--- config.mk ---
export PLATFORM = sky130hd
export DESIGN_NAME = raster_stamp_packer
export DESIGN_NICKNAME = d
export VERILOG_FILES = /design/src/rtl/raster_stamp_packer.sv
export SDC_FILE = /design/constraint.sdc
export NUM_CORES = 1
export LEC_CHECK = 0
export CAP_MARGIN = 20
export CELL_PAD_IN_SITES_DETAIL_PLACEMENT = 1
export CELL_PAD_IN_SITES_GLOBAL_PLACEMENT = 1
export CORE_AREA = 2 2 237 239
export DETAILED_ROUTE_END_ITERATION = 8
export DIE_AREA = 0 0 239 241
export HOLD_SLACK_MARGIN = 0.12
export PLACE_DENSITY_LB_ADDON = 0.1
export SLEW_MARGIN = 20
export SYNTH_ARGS = -nofsm -noshare
export SYNTH_HDL_FRONTEND = slang
export SYNTH_SLANG_ARGS = --single-unit
export TNS_END_PERCENT = 1
--- constraint.sdc ---
create_clock -name clk -period 15.1 [get_ports clk]
set_clock_uncertainty 0.1 [all_clocks]
set_input_delay 2.265 -clock clk [delete_from_list [all_inputs] [get_ports clk]]
set_output_delay 2.265 -clock clk [all_outputs]
set_load 0.005 [all_outputs]
--- src/rtl/raster_stamp_packer.sv ---
// raster_stamp_packer
// -----------------------------------------------------------------------------
// Serves one raster fetch request at a time. For the requesting warp it pulls
// stamps from the raster output stream, one per active lane in ascending lane
// order, then issues a single write of the gathered stamps into the per-warp
// raster CSR store and returns a per-lane success result.
//
// Optional feature: define RASTER_PACKER_PERF_EN to add two 32-bit performance
// counters (perf_stall_cycles, perf_fetches). Without the macro the ports and
// counters do not exist and behaviour is otherwise identical.
//
// Ports
//   clk, reset           clock; synchronous active-low reset
//   req_*                fetch request (valid/ready), warp id, lane mask, uuid
//   stamp_*              raster stamp stream (valid/ready), payload, and the
//                        level-sensitive "no more stamps" flag stamp_done
//   csr_write_*          one-cycle write strobe and payload into the CSR store;
//                        lane i of csr_write_data is [i*STAMP_W +: STAMP_W]
//   rsp_*                per-thread result (valid/ready); lane i of rsp_data is
//                        1 when that lane received a stamp
//   perf_*               (RASTER_PACKER_PERF_EN only) stall / fetch counters
//
// Handshake semantics (all valid/ready pairs): a transfer happens on a rising
// clk edge where valid and ready are both 1. A producer keeps valid and its
// payload stable until that transfer; ready may be raised or dropped freely.
// -----------------------------------------------------------------------------
module raster_stamp_packer #(
    parameter int CORE_ID     = 0,
    parameter int NUM_THREADS = 4,
    parameter int NUM_WARPS   = 4,
    parameter int STAMP_W     = 64,
    parameter int UUID_W      = 44,
    localparam int NW_W       = (NUM_WARPS > 1) ? $clog2(NUM_WARPS) : 1
) (
    input  logic                         clk,
    input  logic                         reset,

    input  logic                         req_valid,
    output logic                         req_ready,
    input  logic [NW_W-1:0]              req_wid,
    input  logic [NUM_THREADS-1:0]       req_tmask,
    input  logic [UUID_W-1:0]            req_uuid,

    input  logic                         stamp_valid,
    output logic                         stamp_ready,
    input  logic [STAMP_W-1:0]           stamp_data,
    input  logic                         stamp_done,

    output logic                         csr_write_enable,
    output logic [UUID_W-1:0]            csr_write_uuid,
    output logic [NW_W-1:0]              csr_write_wid,
    output logic [NUM_THREADS-1:0]       csr_write_tmask,
    output logic [NUM_THREADS*STAMP_W-1:0] csr_write_data,

`ifdef RASTER_PACKER_PERF_EN
    output logic [31:0]                  perf_stall_cycles,
    output logic [31:0]                  perf_fetches,
`endif

    output logic                         rsp_valid,
    input  logic                         rsp_ready,
    output logic [NW_W-1:0]              rsp_wid,
    output logic [UUID_W-1:0]            rsp_uuid,
    output logic [NUM_THREADS-1:0]       rsp_tmask,
    output logic [NUM_THREADS*32-1:0]    rsp_data
);

    // CORE_ID only tags debug traces; a negative value is meaningless.
    if (CORE_ID < 0) begin : g_core_id_invalid
    end

    typedef enum logic [1:0] {
        IDLE   = 2'd0,
        GATHER = 2'd1,
        WRITE  = 2'd2,
        RESP   = 2'd3
    } state_e;

    // FSM state is kept in a named enum register so checkers can bind to it.
    state_e                   state_q;
    state_e                   state_d;

    // live_q holds req_ready low for the first cycle after reset release.
    logic                     live_q;

    logic [NW_W-1:0]          wid_q;
    logic [UUID_W-1:0]        uuid_q;
    logic [NUM_THREADS-1:0]   tmask_q;
    logic [NUM_THREADS-1:0]   pending_q;
    logic [NUM_THREADS-1:0]   pending_d;
    logic [NUM_THREADS-1:0]   filled_q;
    logic [NUM_THREADS-1:0]   filled_d;
    logic [STAMP_W-1:0]       lane_q [NUM_THREADS];

    logic [NUM_THREADS-1:0]   pick;
    logic                     req_fire;
    logic                     stamp_fire;

    // One-hot of the lowest still-pending lane: the lane the next stamp fills.
    assign pick       = pending_q & (-pending_q);
    assign req_fire   = req_valid && req_ready;
    assign stamp_fire = stamp_valid && stamp_ready;

    // ------------------------------------------------------------------
    // Next-state and handshake outputs
    // ------------------------------------------------------------------
    always_comb begin
        state_d          = state_q;
        pending_d        = pending_q;
        filled_d         = filled_q;
        req_ready        = 1'b0;
        stamp_ready      = 1'b0;
        csr_write_enable = 1'b0;
        rsp_valid        = 1'b0;

        case (state_q)
            IDLE: begin
                req_ready = live_q;
                if (req_valid && live_q) begin
                    pending_d = req_tmask;
                    filled_d  = '0;
                    state_d   = (req_tmask == '0) ? WRITE : GATHER;
                end
            end

            GATHER: begin
                stamp_ready = 1'b1;
                // A present stamp always wins over stamp_done in the same
                // cycle; done is looked at again once valid drops.
                if (stamp_valid) begin
                    pending_d = pending_q & ~pick;
                    filled_d  = filled_q | pick;
                    if ((pending_q & ~pick) == '0) begin
                        state_d = WRITE;
                    end
                end else if (stamp_done) begin
                    state_d = WRITE;
                end
            end

            WRITE: begin
                // Nothing gathered means nothing to store: skip the strobe.
                csr_write_enable = (filled_q != '0);
                state_d          = RESP;
            end

            RESP: begin
                rsp_valid = 1'b1;
                if (rsp_ready) begin
                    state_d = IDLE;
                end
            end

            default: begin
                state_d = IDLE;
            end
        endcase
    end

    // ------------------------------------------------------------------
    // State and datapath registers
    // ------------------------------------------------------------------
    always_ff @(posedge clk) begin
        if (!reset) begin
            state_q   <= IDLE;
            live_q    <= 1'b0;
            pending_q <= '0;
            filled_q  <= '0;
            wid_q     <= '0;
            uuid_q    <= '0;
            tmask_q   <= '0;
            for (int i = 0; i < NUM_THREADS; i++) begin
                lane_q[i] <= '0;
            end
        end else begin
            state_q   <= state_d;
            live_q    <= 1'b1;
            pending_q <= pending_d;
            filled_q  <= filled_d;
            if (req_fire) begin
                wid_q   <= req_wid;
                uuid_q  <= req_uuid;
                tmask_q <= req_tmask;
            end
            if (stamp_fire) begin
                for (int i = 0; i < NUM_THREADS; i++) begin
                    if (pick[i]) begin
                        lane_q[i] <= stamp_data;
                    end
                end
            end
        end
    end

    // ------------------------------------------------------------------
    // CSR write payload: only meaningful while the strobe is high, and
    // lanes that were not filled are driven to zero.
    // ------------------------------------------------------------------
    always_comb begin
        csr_write_uuid  = '0;
        csr_write_wid   = '0;
        csr_write_tmask = '0;
        csr_write_data  = '0;
        if (csr_write_enable) begin
            csr_write_uuid  = uuid_q;
            csr_write_wid   = wid_q;
            csr_write_tmask = filled_q;
            for (int i = 0; i < NUM_THREADS; i++) begin
                if (filled_q[i]) begin
                    csr_write_data[i*STAMP_W +: STAMP_W] = lane_q[i];
                end
            end
        end
    end

    // ------------------------------------------------------------------
    // Response payload: held from registers, so stable while rsp_valid is
    // high and rsp_ready is low.
    // ------------------------------------------------------------------
    always_comb begin
        rsp_wid   = '0;
        rsp_uuid  = '0;
        rsp_tmask = '0;
        rsp_data  = '0;
        if (rsp_valid) begin
            rsp_wid   = wid_q;
            rsp_uuid  = uuid_q;
            rsp_tmask = tmask_q;
            for (int i = 0; i < NUM_THREADS; i++) begin
                rsp_data[i*32 +: 32] = {31'b0, filled_q[i]};
            end
        end
    end

`ifdef RASTER_PACKER_PERF_EN
    // ------------------------------------------------------------------
    // Performance counters (wrap modulo 2^32)
    // ------------------------------------------------------------------
    always_ff @(posedge clk) begin
        if (!reset) begin
            perf_stall_cycles <= '0;
            perf_fetches      <= '0;
        end else begin
            if (state_q == GATHER && !stamp_valid && !stamp_done) begin
                perf_stall_cycles <= perf_stall_cycles + 32'd1;
            end
            if (req_fire) begin
                perf_fetches <= perf_fetches + 32'd1;
            end
        end
    end
`endif

endmodule

* After elaboration in Yosys (flattened, before gate mapping)
Memories as Yosys holds them, arrays and structs flattened.
Cells that the tools add are included.
** Storage, ports and cells
- Word-level logic and storage cells :: 86
- RAM bits :: 256
- Output and inout bits :: 488
- Register bits after elaboration :: 61
- Memories kept :: 1
- Bits of input ports :: 120
** Cells by class
- Muxes and demuxes :: 51
- Eq/ne operators :: 8
- Add/sub/neg operators :: 1
- Reduce and logical (&&, ||, !) cells :: 10
- Bitwise operators :: 8
** Memories
- lane_q :: depth 4, width 64, read ports 4, clocked after memory_dff 0, wr ports 4, line 93 : logic [STAMP_W-1:0] lane_q [NUM_THREADS];
** Operators by type and width (count)
- $mux 64 :: 8
- $mux 256 :: 1
- $mux 97 :: 1
- $mux 44 :: 2
- $mux 4 :: 6
- $mux 1 :: 22
- $mux 2 :: 8
- $pmux 4 s2 :: 2
- $and 4x4->4 :: 2
- $logic_not 4->1 :: 2
- $pmux 2 s4 :: 1
- $ne 2x2->1 const B :: 3
- $ne 3x3->1 const B :: 2
- $eq 2x2->1 const B :: 2
- $neg 4->4 :: 1
- $not 4->4 :: 1
- $or 1x1->1 :: 4
- $or 4x4->4 :: 1
- $reduce_and 4->1 :: 1
- $reduce_bool 4->1 :: 1
- $logic_and 1x1->1 :: 3
- $reduce_and 3->1 :: 1
- $eq 2x1->1 const B :: 1
- $logic_not 2->1 :: 1
- $reduce_bool 2->1 :: 1

* Logic depth before layout (Yosys ltp)
Gate-level depths: netlist of the first run.
- Depth in word-level cells :: 8
- Mapped depth :: 8
- Mapped depth without buffers :: 6

* Least setup slack after synthesis of the first run
OpenSTA, ideal clock, no wires.
- Kind :: input to register
- From :: in stamp_valid
- To :: mem lane_q[1][0] (enable)
- Path buffers :: 0
- Stages on the path :: 2
- Setup time :: 0.574 ns
- Arrival time :: 6.919 ns
- Setup slack :: 7.507 ns
- Cell sequence :: nand2_1 > o21ai_0
** RTL lines
- from (decl) :: line 44 : input logic stamp_valid,
- to (decl) :: line 93

* Worst setup path in the final report of the first run
- From :: reg filled_q[3]
- To :: out csr_write_uuid[32]
** On the way
- Longest elaborated chain between the ends :: 3
** RTL lines
- from (decl) :: line 91 : logic [NUM_THREADS-1:0] filled_q;
- from (signal assigned) :: line 179 : filled_q <= filled_d;
- $reduce_bool 4->1 :: line 143 : csr_write_enable = (filled_q != '0);
- $mux 1 :: line 116 : case (state_q)
- $mux 44 :: line 204 : if (csr_write_enable) begin
- to (decl) :: line 50 : output logic [UUID_W-1:0] csr_write_uuid,
Every way passes these cells.

==> results of run 1 <==
[power by group through the flow]
stage / logic, W / clock network (W) / registers, W
after global routing: 0.000250 / 0.000919 / 0.00103
after floorplan: 0.000147 / 0 / 0.00104
after global placement: 0.000226 / 0 / 0.00104
after detailed placement: 0.000229 / 0 / 0.00104
after CTS: 0.000230 / 0.000892 / 0.00102
final: 0.000223 / 0.000861 / 0.00102
[path summary, 6_finish.rpt]
kind / start / endpoint / slack (ps) / cells after the start
max: filled_q[3] / csr_write_uuid[32] / 9880 / 5
min: tmask_q[2] / tmask_q[2] / 350 / 2
max reg2reg: state_q[1] / lane_q[2][7] / 11800 / 5
min reg2reg: tmask_q[2] / tmask_q[2] / 350 / 2
[cell usage after synthesis (2+ instances only)]
cell      count  area (µm²)
and2_1      361        2260
and3_1      258        1610
edfxtp_1    256        7690
buf_4       125         938
nand2_1     111         417
clkbuf_1     73         274
dfxtp_1      61        1220
a21boi_0     43         323
buf_2        16        80.1
clkbuf_2     12        60.1
a21boi_1     11        82.6
buf_6        11         124
nor2_1        6        22.5
o21ai_0       6        30.0
ha_1          5        62.6
a21oi_1       3        15.0
inv_1         3        11.3
a211oi_1      2        15.0
a31oi_1       2        12.5
mux2i_1       2        20.0
nand2b_1      2        12.5
nor2_4        2        22.5
nor2b_1       2        12.5
[worst max-delay path, delay by kind of cell, from the launching register on]
family                 cells  cell delay [ps]
AOI/OAI and AO/OA          1              210
and+or+nand+nor            1              190
DFF                        1              310
buffers and inverters      3             1570
[metal layers]
layer	track usage, %	wire length, µm	vias up
li1	-	-	5326
met1	23.2	23000	5648
met2	34.4	29700	389
met3	6.46	4820	72
met4	6.06	1290	10
met5	0.421	66	-
[per-stage QoR]
stage | utilization [%] | cell area (µm²) | power, W
finish | 39.2 | 21500 | 0.00211
global route | 39.2 | 21500 | 0.00220
CTS | 39.2 | 21500 | 0.00214
detailed placement | 37.1 | 20400 | 0.00127
global placement | 37.1 | 20400 | 0.00126
floorplan | - | 15900 | 0.00118
[cell families after synthesis]
logic type	synth area share [%]
flops	57.5
buf+inv	9.61
fa+ha+maj	0.404
other cells	0.0242
simple gates	28.7
compound gates	3.49
mux	0.202
[sequential cells by signal, summed over array words and instances (netlist names)]
register	flops
wid_q	2
state_q	2
pending_q	4
tmask_q	4
filled_q	4
uuid_q	44
live_q	1
lane_q	256
[area by class of cell]
class                      count  area [µm²]  share of cell area (%)
multi-input combinational    958        5620                    26.1
inverter                       3        11.3                  0.0523
timing repair buffer         499        4960                    23.0
tap                          704         881                    4.09
antenna                        4        10.0                  0.0465
clock buffer                  59        1090                    5.07
clock inverter                 7        33.8                   0.157
sequential                   317        8910                    41.4
==> results.toml, run 1 <==
[status]
status = "complete, no violations"

[synthesis]
synthFlopType = "edfxtp_1"
yosys.cell_types.count = 42
syn_inst = 1392
synth_edf_count = 256
seq_area_frac_synth_pct = 57.5
yosys_register_bits = 317
netlist_area_mm2 = 0.0155
synth_area_per_cell_um2 = 11.1
synthArstFlopShare_pct = 0
synth_warnings = 0

[setup_path]
crit_chain = "buf_4 > o41a_1 > buf_4 > and2_1 > clkdlybuf4s50_1"
crit_path_start_kind = "flop"
worstPathRequired_ps = 12730
worstSetupEndpointType = "primary output"
slowest_stage = "clkdlybuf4s50_1"
cp_common_cell = "buf_4"
path_class = "flop to primary output"
max_stage_delay_ps = 610
cp_max_fo = 68
crit_arrival_ps = 2850

[flow_run]
maxCapViolations = 0

[clock_tree]
cts_resized = 0
clock-root-buffer = "clkbuf_16"
clkSlewWorstSetupHoldPaths_ps = 60
cts_hold_buf = 0
h-tree-depth = 2
cts_made_buffers = 39
clkSinkCount = 317
cts_tree = "done"
clk_latency_ps = 530
clock_path_buffers = 3
post-cts-setup-buffers = 0

[power]
pwr-share-clk_pct = 40.9
internal_power_w = 0.00156
seqPwrFrac_pct = 48.5
switching_power_w = 0.000541
pwr-share-comb_pct = 10.6
leakage_nw = 8.88
swShare_pct = 25.7
vdd_drop_max_uv = 55.5
p_per_area_mw_per_mm2 = 97.8

[final_layout]
layout_commonest_cell = "clkdlybuf4s50_1"
n_fill_cell = 5984
drive_above_1_share_pct = 4.61
stdcell_count = 2551
area_growth_pct = 38.9
final_cell_mix = "clkdlybuf4s50_1 (482), and2_1 (361), and3_1 (256), edfxtp_1 (256), conb_1 (124)"
finalNetCount = 1943

[timing]
finalSetupTns_ps = 0
worst_pin_slew_ps = 1070
rsz0062_at_grt = "no"
setup_slack_ps = 9880
period_share_pct = 34.5
hold_viol = 0
slew_headroom_pct = 28.8
holdWs_ps = 350
maxSlewViolCount = 0
period_needed_ps = 5220
max_clock_freq_ghz = 0.192
setup_viol = 0

[detailed_routing]
vias_per_cell = 4.49
drt_iter0_drc = 452
wirelength_um = 58900
wl_per_cell_um = 23.1
vias = 11400
dr.pass1.iters = 4
remaining_drc_errors = 0
ant_nets = 0

[place]
portBuffers = 483
pre_cts_ws_ps = 9710
place.gp.congestion = 0.781
dp_cells = 2481
hpwlAfterDp_um = 38500

[die]
die_w_um = 239
design.core.area_mm2 = 0.0549
fp.dieArea_mm2 = 0.0576
start_util_pct = 28.2
std_cell_rows = 86
die_h_um = 241
ioPinCount = 608

[global_routing]
grt_remaining_overflow = 0
grt_max_degree = 133
grt_use_total_pct = 19.8
antenna_found_initial = 12
grt_pass1_vias = 11700
grt_pass1_wl_um = 83500

[hold_path]
min_path_type = "flop to flop"
Power figures use the tool's default switching activity.
==> run 2, diff against run 1 <==
--- a/config.mk
+++ b/config.mk
@@ -8,9 +8,9 @@
 export CAP_MARGIN = 20
 export CELL_PAD_IN_SITES_DETAIL_PLACEMENT = 1
 export CELL_PAD_IN_SITES_GLOBAL_PLACEMENT = 1
-export CORE_AREA = 2 2 237 239
+export CORE_AREA = 2 2 233 235
 export DETAILED_ROUTE_END_ITERATION = 8
-export DIE_AREA = 0 0 239 241
+export DIE_AREA = 0 0 235 237
 export HOLD_SLACK_MARGIN = 0.12
 export PLACE_DENSITY_LB_ADDON = 0.1
 export SLEW_MARGIN = 20
==> constraint.sdc (replaced) <==
create_clock -name clk -period 4.8 [get_ports clk]
set_clock_uncertainty 0.1 [all_clocks]
set_input_delay 0.72 -clock clk [delete_from_list [all_inputs] [get_ports clk]]
set_output_delay 0.72 -clock clk [all_outputs]
set_load 0.005 [all_outputs]
==> results.toml, run 2 (same netlist as run 1, synthesis figures left out) <==
[die]
fp.dieArea_mm2 = 0.0557
std_cell_rows = 85
start_util_pct = 29.1
ioPinCount = 608
die_w_um = 235
die_h_um = 237
design.core.area_mm2 = 0.0533

[timing]
rsz0062_at_grt = "no"
worst_pin_slew_ps = 1010
setup_slack_ps = 1150
maxSlewViolCount = 0
period_share_pct = 76.0
max_clock_freq_ghz = 0.274
setup_viol = 0
hold_viol = 0
period_needed_ps = 3650
slew_headroom_pct = 32.3

[power]
internal_power_w = 0.00493
vdd_drop_max_uv = 182
switching_power_w = 0.00174
pwr-share-comb_pct = 10.3
pwr-share-clk_pct = 41.1
seqPwrFrac_pct = 48.6
leakage_nw = 8.92
swShare_pct = 26.1
p_per_area_mw_per_mm2 = 309

[hold_path]
hold_start = "uuid_q[36]"
whs_endpoint = "uuid_q[36]"
holdPathStages = 2
min_path_type = "flop to flop"

[setup_path]
worstSetupEndpointType = "primary output"
crit_path_start_kind = "flop"
reg2reg_to = "lane_q[3][5]"
worst_r2r_path_depth = 5
r2r_slack_ps = 2020
path_class = "flop to primary output"
slowest_stage = "ha_1"
crit_arrival_ps = 2830
cp_max_fo = 30
crit_chain = "ha_1 > buf_4 > and2_1 > clkdlybuf4s50_1"
max_stage_delay_ps = 790
worstPathRequired_ps = 3980
r2r-start = "state_q[1]"

[clock_tree]
clkSlewWorstSetupHoldPaths_ps = 60
h-tree-depth = 2
cts_tree = "done"
clock_path_buffers = 3
post-cts-setup-buffers = 0
cts_made_buffers = 38
cts_hold_buf = 0
clkSinkCount = 317
cts_resized = 0
clk_latency_ps = 530
clock-root-buffer = "clkbuf_16"

[place]
place_area_mm2 = 0.0204
pre_cts_ws_ps = 1650
portBuffers = 483
hpwlAfterDp_um = 40100
place.gp.congestion = 0.814

[detailed_routing]
ant_nets = 0
drt_iter0_drc = 422
wl_per_cell_um = 22.9
vias = 11400
dr.pass1.iters = 4
remaining_drc_errors = 0
wirelength_um = 58300
vias_per_cell = 4.47

[final_layout]
fin_area_mm2 = 0.0216
finalNetCount = 1948
drive_above_1_share_pct = 5.08
largest_register_ffs = 256
final_cell_mix = "clkdlybuf4s50_1 (482), and2_1 (361), and3_1 (256), edfxtp_1 (256), conb_1 (124)"
top_register = "lane_q"
layout_commonest_cell = "clkdlybuf4s50_1"
largestRegisters = "lane_q: 256 flops, uuid_q: 44 flops"
n_fill_cell = 5825
area_growth_pct = 39.4

[status]
status = "complete, no violations"

[global_routing]
grt_use_total_pct = 20.5
antenna_found_initial = 6
grt_pass1_vias = 12000
grt_pass1_wl_um = 84400
grt_remaining_overflow = 0
grt_max_degree = 172

[flow_run]
maxCapViolations = 0
[run 2: cell types whose count changed in the layout (fill, tap and decap cells not counted)]
cell / change
and3_4: -1
buf_4: +5
bufinv_16: +1
buf_6: -2
diode_2: -1
clkinv_1: +3
clkbuf_8: -3
buf_12: +3
clkinv_2: +3
clkinvlp_4: +2
and3_2: +1
clkbuf_1: -3
[run 2: worst max-delay path: cells and delay by family (launching register included)]
family	cells	cell delay (ps)
buffers and inverters	2	920
AND/OR/NAND/NOR	1	160
adder cells (fa/ha/maj)	1	790
flip-flops	1	410
[run 2: metrics by stage]
step           instances  util [%]  hold WS, ps  power, W  TNS (ps)
4_1_cts             2548      40.5          368   0.00679         0
6_report            2551      40.5          363   0.00667         0
3_5_place_dp        2479      38.4          360   0.00401         0
3_3_place_gp        2479      38.4          351   0.00400         0
5_1_grt             2549      40.5          416   0.00696         0
2_1_floorplan       1515         -          330   0.00372   -242210
[run 2: worst max path at each step]
stage                     start             to  slack (ps)  cells past startpoint
floorplan            state_q[1]   lane_q[1][0]       -1260                      5
CTS                  state_q[1]    rsp_uuid[1]        1050                      4
global route         state_q[1]   rsp_uuid[22]         920                      4
global placement    stamp_valid  lane_q[3][29]        1700                      4
finish               state_q[1]    rsp_uuid[0]        1150                      4
detailed placement   state_q[1]    rsp_uuid[1]        1650                      4
[run 2: layout make-up]
cell class                 count  area (µm²)  area share, %
tap                          696         871           4.03
timing repair buffer         505        5030           23.3
clock inverter                16         105          0.487
antenna                        3        7.51         0.0348
sequential                   317        8910           41.3
clock buffer                  53        1040           4.81
inverter                       3        11.3         0.0522
multi-input combinational    958        5610           26.0
[run 2: power groups by stage]
stage	combinational, W	clock (W)	sequential, W
6_report	0.000688	0.00274	0.00324
3_3_place_gp	0.000697	0	0.00330
2_1_floorplan	0.000463	0	0.00326
3_5_place_dp	0.000707	0	0.00330
4_1_cts	0.000709	0.00284	0.00325
5_1_grt	0.000768	0.00293	0.00326
[run 2: layer usage]
layer  global-route usage [%]  up-vias  wire length (µm)
met5                        0        -                37
met3                     6.61       80              4620
met1                     24.4     5590             23700
li1                         -     5347                 -
met2                     34.8      377             28200
met4                     6.89        6              1720
==> run 3, diff against run 2 <==
--- a/config.mk
+++ b/config.mk
@@ -8,9 +8,9 @@
 export CAP_MARGIN = 20
 export CELL_PAD_IN_SITES_DETAIL_PLACEMENT = 1
 export CELL_PAD_IN_SITES_GLOBAL_PLACEMENT = 1
-export CORE_AREA = 2 2 233 235
+export CORE_AREA = 2 2 238 240
 export DETAILED_ROUTE_END_ITERATION = 8
-export DIE_AREA = 0 0 235 237
+export DIE_AREA = 0 0 240 242
 export HOLD_SLACK_MARGIN = 0.12
 export PLACE_DENSITY_LB_ADDON = 0.1
 export SLEW_MARGIN = 20
==> constraint.sdc (replaced) <==
create_clock -name clk -period 3 [get_ports clk]
set_clock_uncertainty 0.1 [all_clocks]
set_input_delay 0.45 -clock clk [delete_from_list [all_inputs] [get_ports clk]]
set_output_delay 0.45 -clock clk [all_outputs]
set_load 0.005 [all_outputs]
==> results.toml, run 3 (same netlist as run 1, synthesis figures left out) <==
[detailed_routing]
vias_per_cell = 4.40
remaining_drc_errors = 0
ant_nets = 0
wl_per_cell_um = 22.6
wirelength_um = 59300
drt_iter0_drc = 564
vias = 11500
dr.pass1.iters = 4

[die]
std_cell_rows = 87
design.core.area_mm2 = 0.0557
die_w_um = 240
die_h_um = 242
start_util_pct = 27.8
fp.dieArea_mm2 = 0.0581
ioPinCount = 608

[setup_path]
crit_arrival_ps = 2360
worstSetupEndpointType = "primary output"
worstPathRequired_ps = 2450
crit_path_start_kind = "flop"
cp_max_fo = 47
r2r_slack_ps = 510
path_class = "flop to primary output"

[power]
vdd_drop_max_uv = 414
leakage_nw = 9.42
p_per_area_mw_per_mm2 = 493

[final_layout]
area_growth_pct = 42.1
layout_commonest_cell = "clkdlybuf4s50_1"
largestRegisters = "lane_q: 256 flops, uuid_q: 44 flops"
fin_util_pct = 39.5
finalNetCount = 1960
final_cell_mix = "clkdlybuf4s50_1 (444), and2_1 (360), edfxtp_1 (256)"
n_fill_cell = 6089
top_register = "lane_q"
drive_above_1_share_pct = 6.23
largest_register_ffs = 256

[clock_tree]
cts_hold_buf = 0
clock-root-buffer = "clkbuf_16"
clk_latency_ps = 550
clkSinkCount = 317
clkSlewWorstSetupHoldPaths_ps = 60
clock_path_buffers = 3
h-tree-depth = 2
cts_made_buffers = 39
cts_tree = "done"

[flow_run]
maxCapViolations = 0

[place]
hpwlAfterDp_um = 39900
place.gp.congestion = 0.781
portBuffers = 483

[timing]
setup_viol = 0
maxSlewViolCount = 0
slew_headroom_pct = 62.2
period_needed_ps = 2910
period_share_pct = 96.9
worst_pin_slew_ps = 567
max_clock_freq_ghz = 0.344
rsz0062_at_grt = "yes"
hold_viol = 0
finalSetupTns_ps = 0

[global_routing]
grt_use_total_pct = 20.0
grt_pass1_wl_um = 85100
grt_max_degree = 96
grt_remaining_overflow = 0
antenna_found_initial = 5
grt_pass1_vias = 11800

[hold_path]
min_path_type = "input port to flop"

[status]
status = "complete, no violations"
-- run 3: cell types whose count changed in the layout (fill, tap and decap cells not counted), moves of 4 or more --
| cell | before | now |
|---|---|---|
| buf_12 | 3 | 12 |
| buf_4 | 19 | 15 |
| dlygate4sd2_1 | 0 | 25 |
| and3_4 | 0 | 5 |
| dlymetal6s2s_1 | 0 | 13 |
| clkdlybuf4s50_1 | 482 | 444 |
| and3_1 | 256 | 251 |
-- run 3: timing repair --
action                     CTS  global route
cloned                       1             0
setup endpoints to repair  156           135
resized for setup           37            19
setup buffers                1             0
-- run 3: power by group --
group	total [W]	switching [W]	internal [W]	leakage, nW
clock network	0.00448	0.00190	0.00258	0.577
registers	0.00516	0.000135	0.00502	3.15
logic	0.00121	0.000779	0.000426	5.70
total	0.0108	0.00281	0.00803	9.42
-- run 3: metrics by stage --
stage	worst slack [ps]	cell area (µm²)	std cells	hold WS, ps	total power, W
2_1_floorplan	-163	16000	1515	330	0.00594
3_3_place_gp	450	20700	2548	339	0.00642
3_5_place_dp	433	20700	2548	345	0.00645
4_1_cts	1.22	21900	2619	214	0.0110
5_1_grt	-24.3	22000	2620	237	0.0113
6_report	93.1	22000	2622	243	0.0108
-- run 3: area by class of cell --
cell class	count	area (µm²)	share of cell area, %
Inverter	3	13.8	0.0626
Multi-Input combinational cell	958	5640	25.6
Tap cell	756	946	4.30
Sequential cell	317	8920	40.5
Clock inverter	15	103	0.466
Clock buffer	54	1070	4.87
Timing Repair Buffer	516	5300	24.1
Antenna cell	3	7.51	0.0341
-- run 3: worst max-delay path: stages, from the launching register on --
cell	delay [ps]
dfxtp_2	350
inv_4	80
ha_4	230
o41a_1	230
buf_12	210
and2_4	180
clkdlybuf4s50_1	490
-- run 3: per-layer routing --
layer / track usage, % / routed length [µm] / vias to the layer above
met5: 0 / 26 / -
met4: 5.74 / 1390 / 6
met3: 5.58 / 4580 / 76
met1: 24.9 / 24400 / 5686
met2: 33.7 / 28900 / 392
li1: - / - / 5369
-- run 3: path summary, 6_finish.rpt --
| kind | start | end | depth (start not counted) |
|---|---|---|---|
| worst max-delay path | state_q[0] | csr_write_uuid[8] | 6 |
| worst min-delay path | reset | pending_q[1] | 2 |
| worst max register to register | state_q[1] | lane_q[1][58] | 5 |
| worst min register to register | tmask_q[2] | tmask_q[2] | 2 |
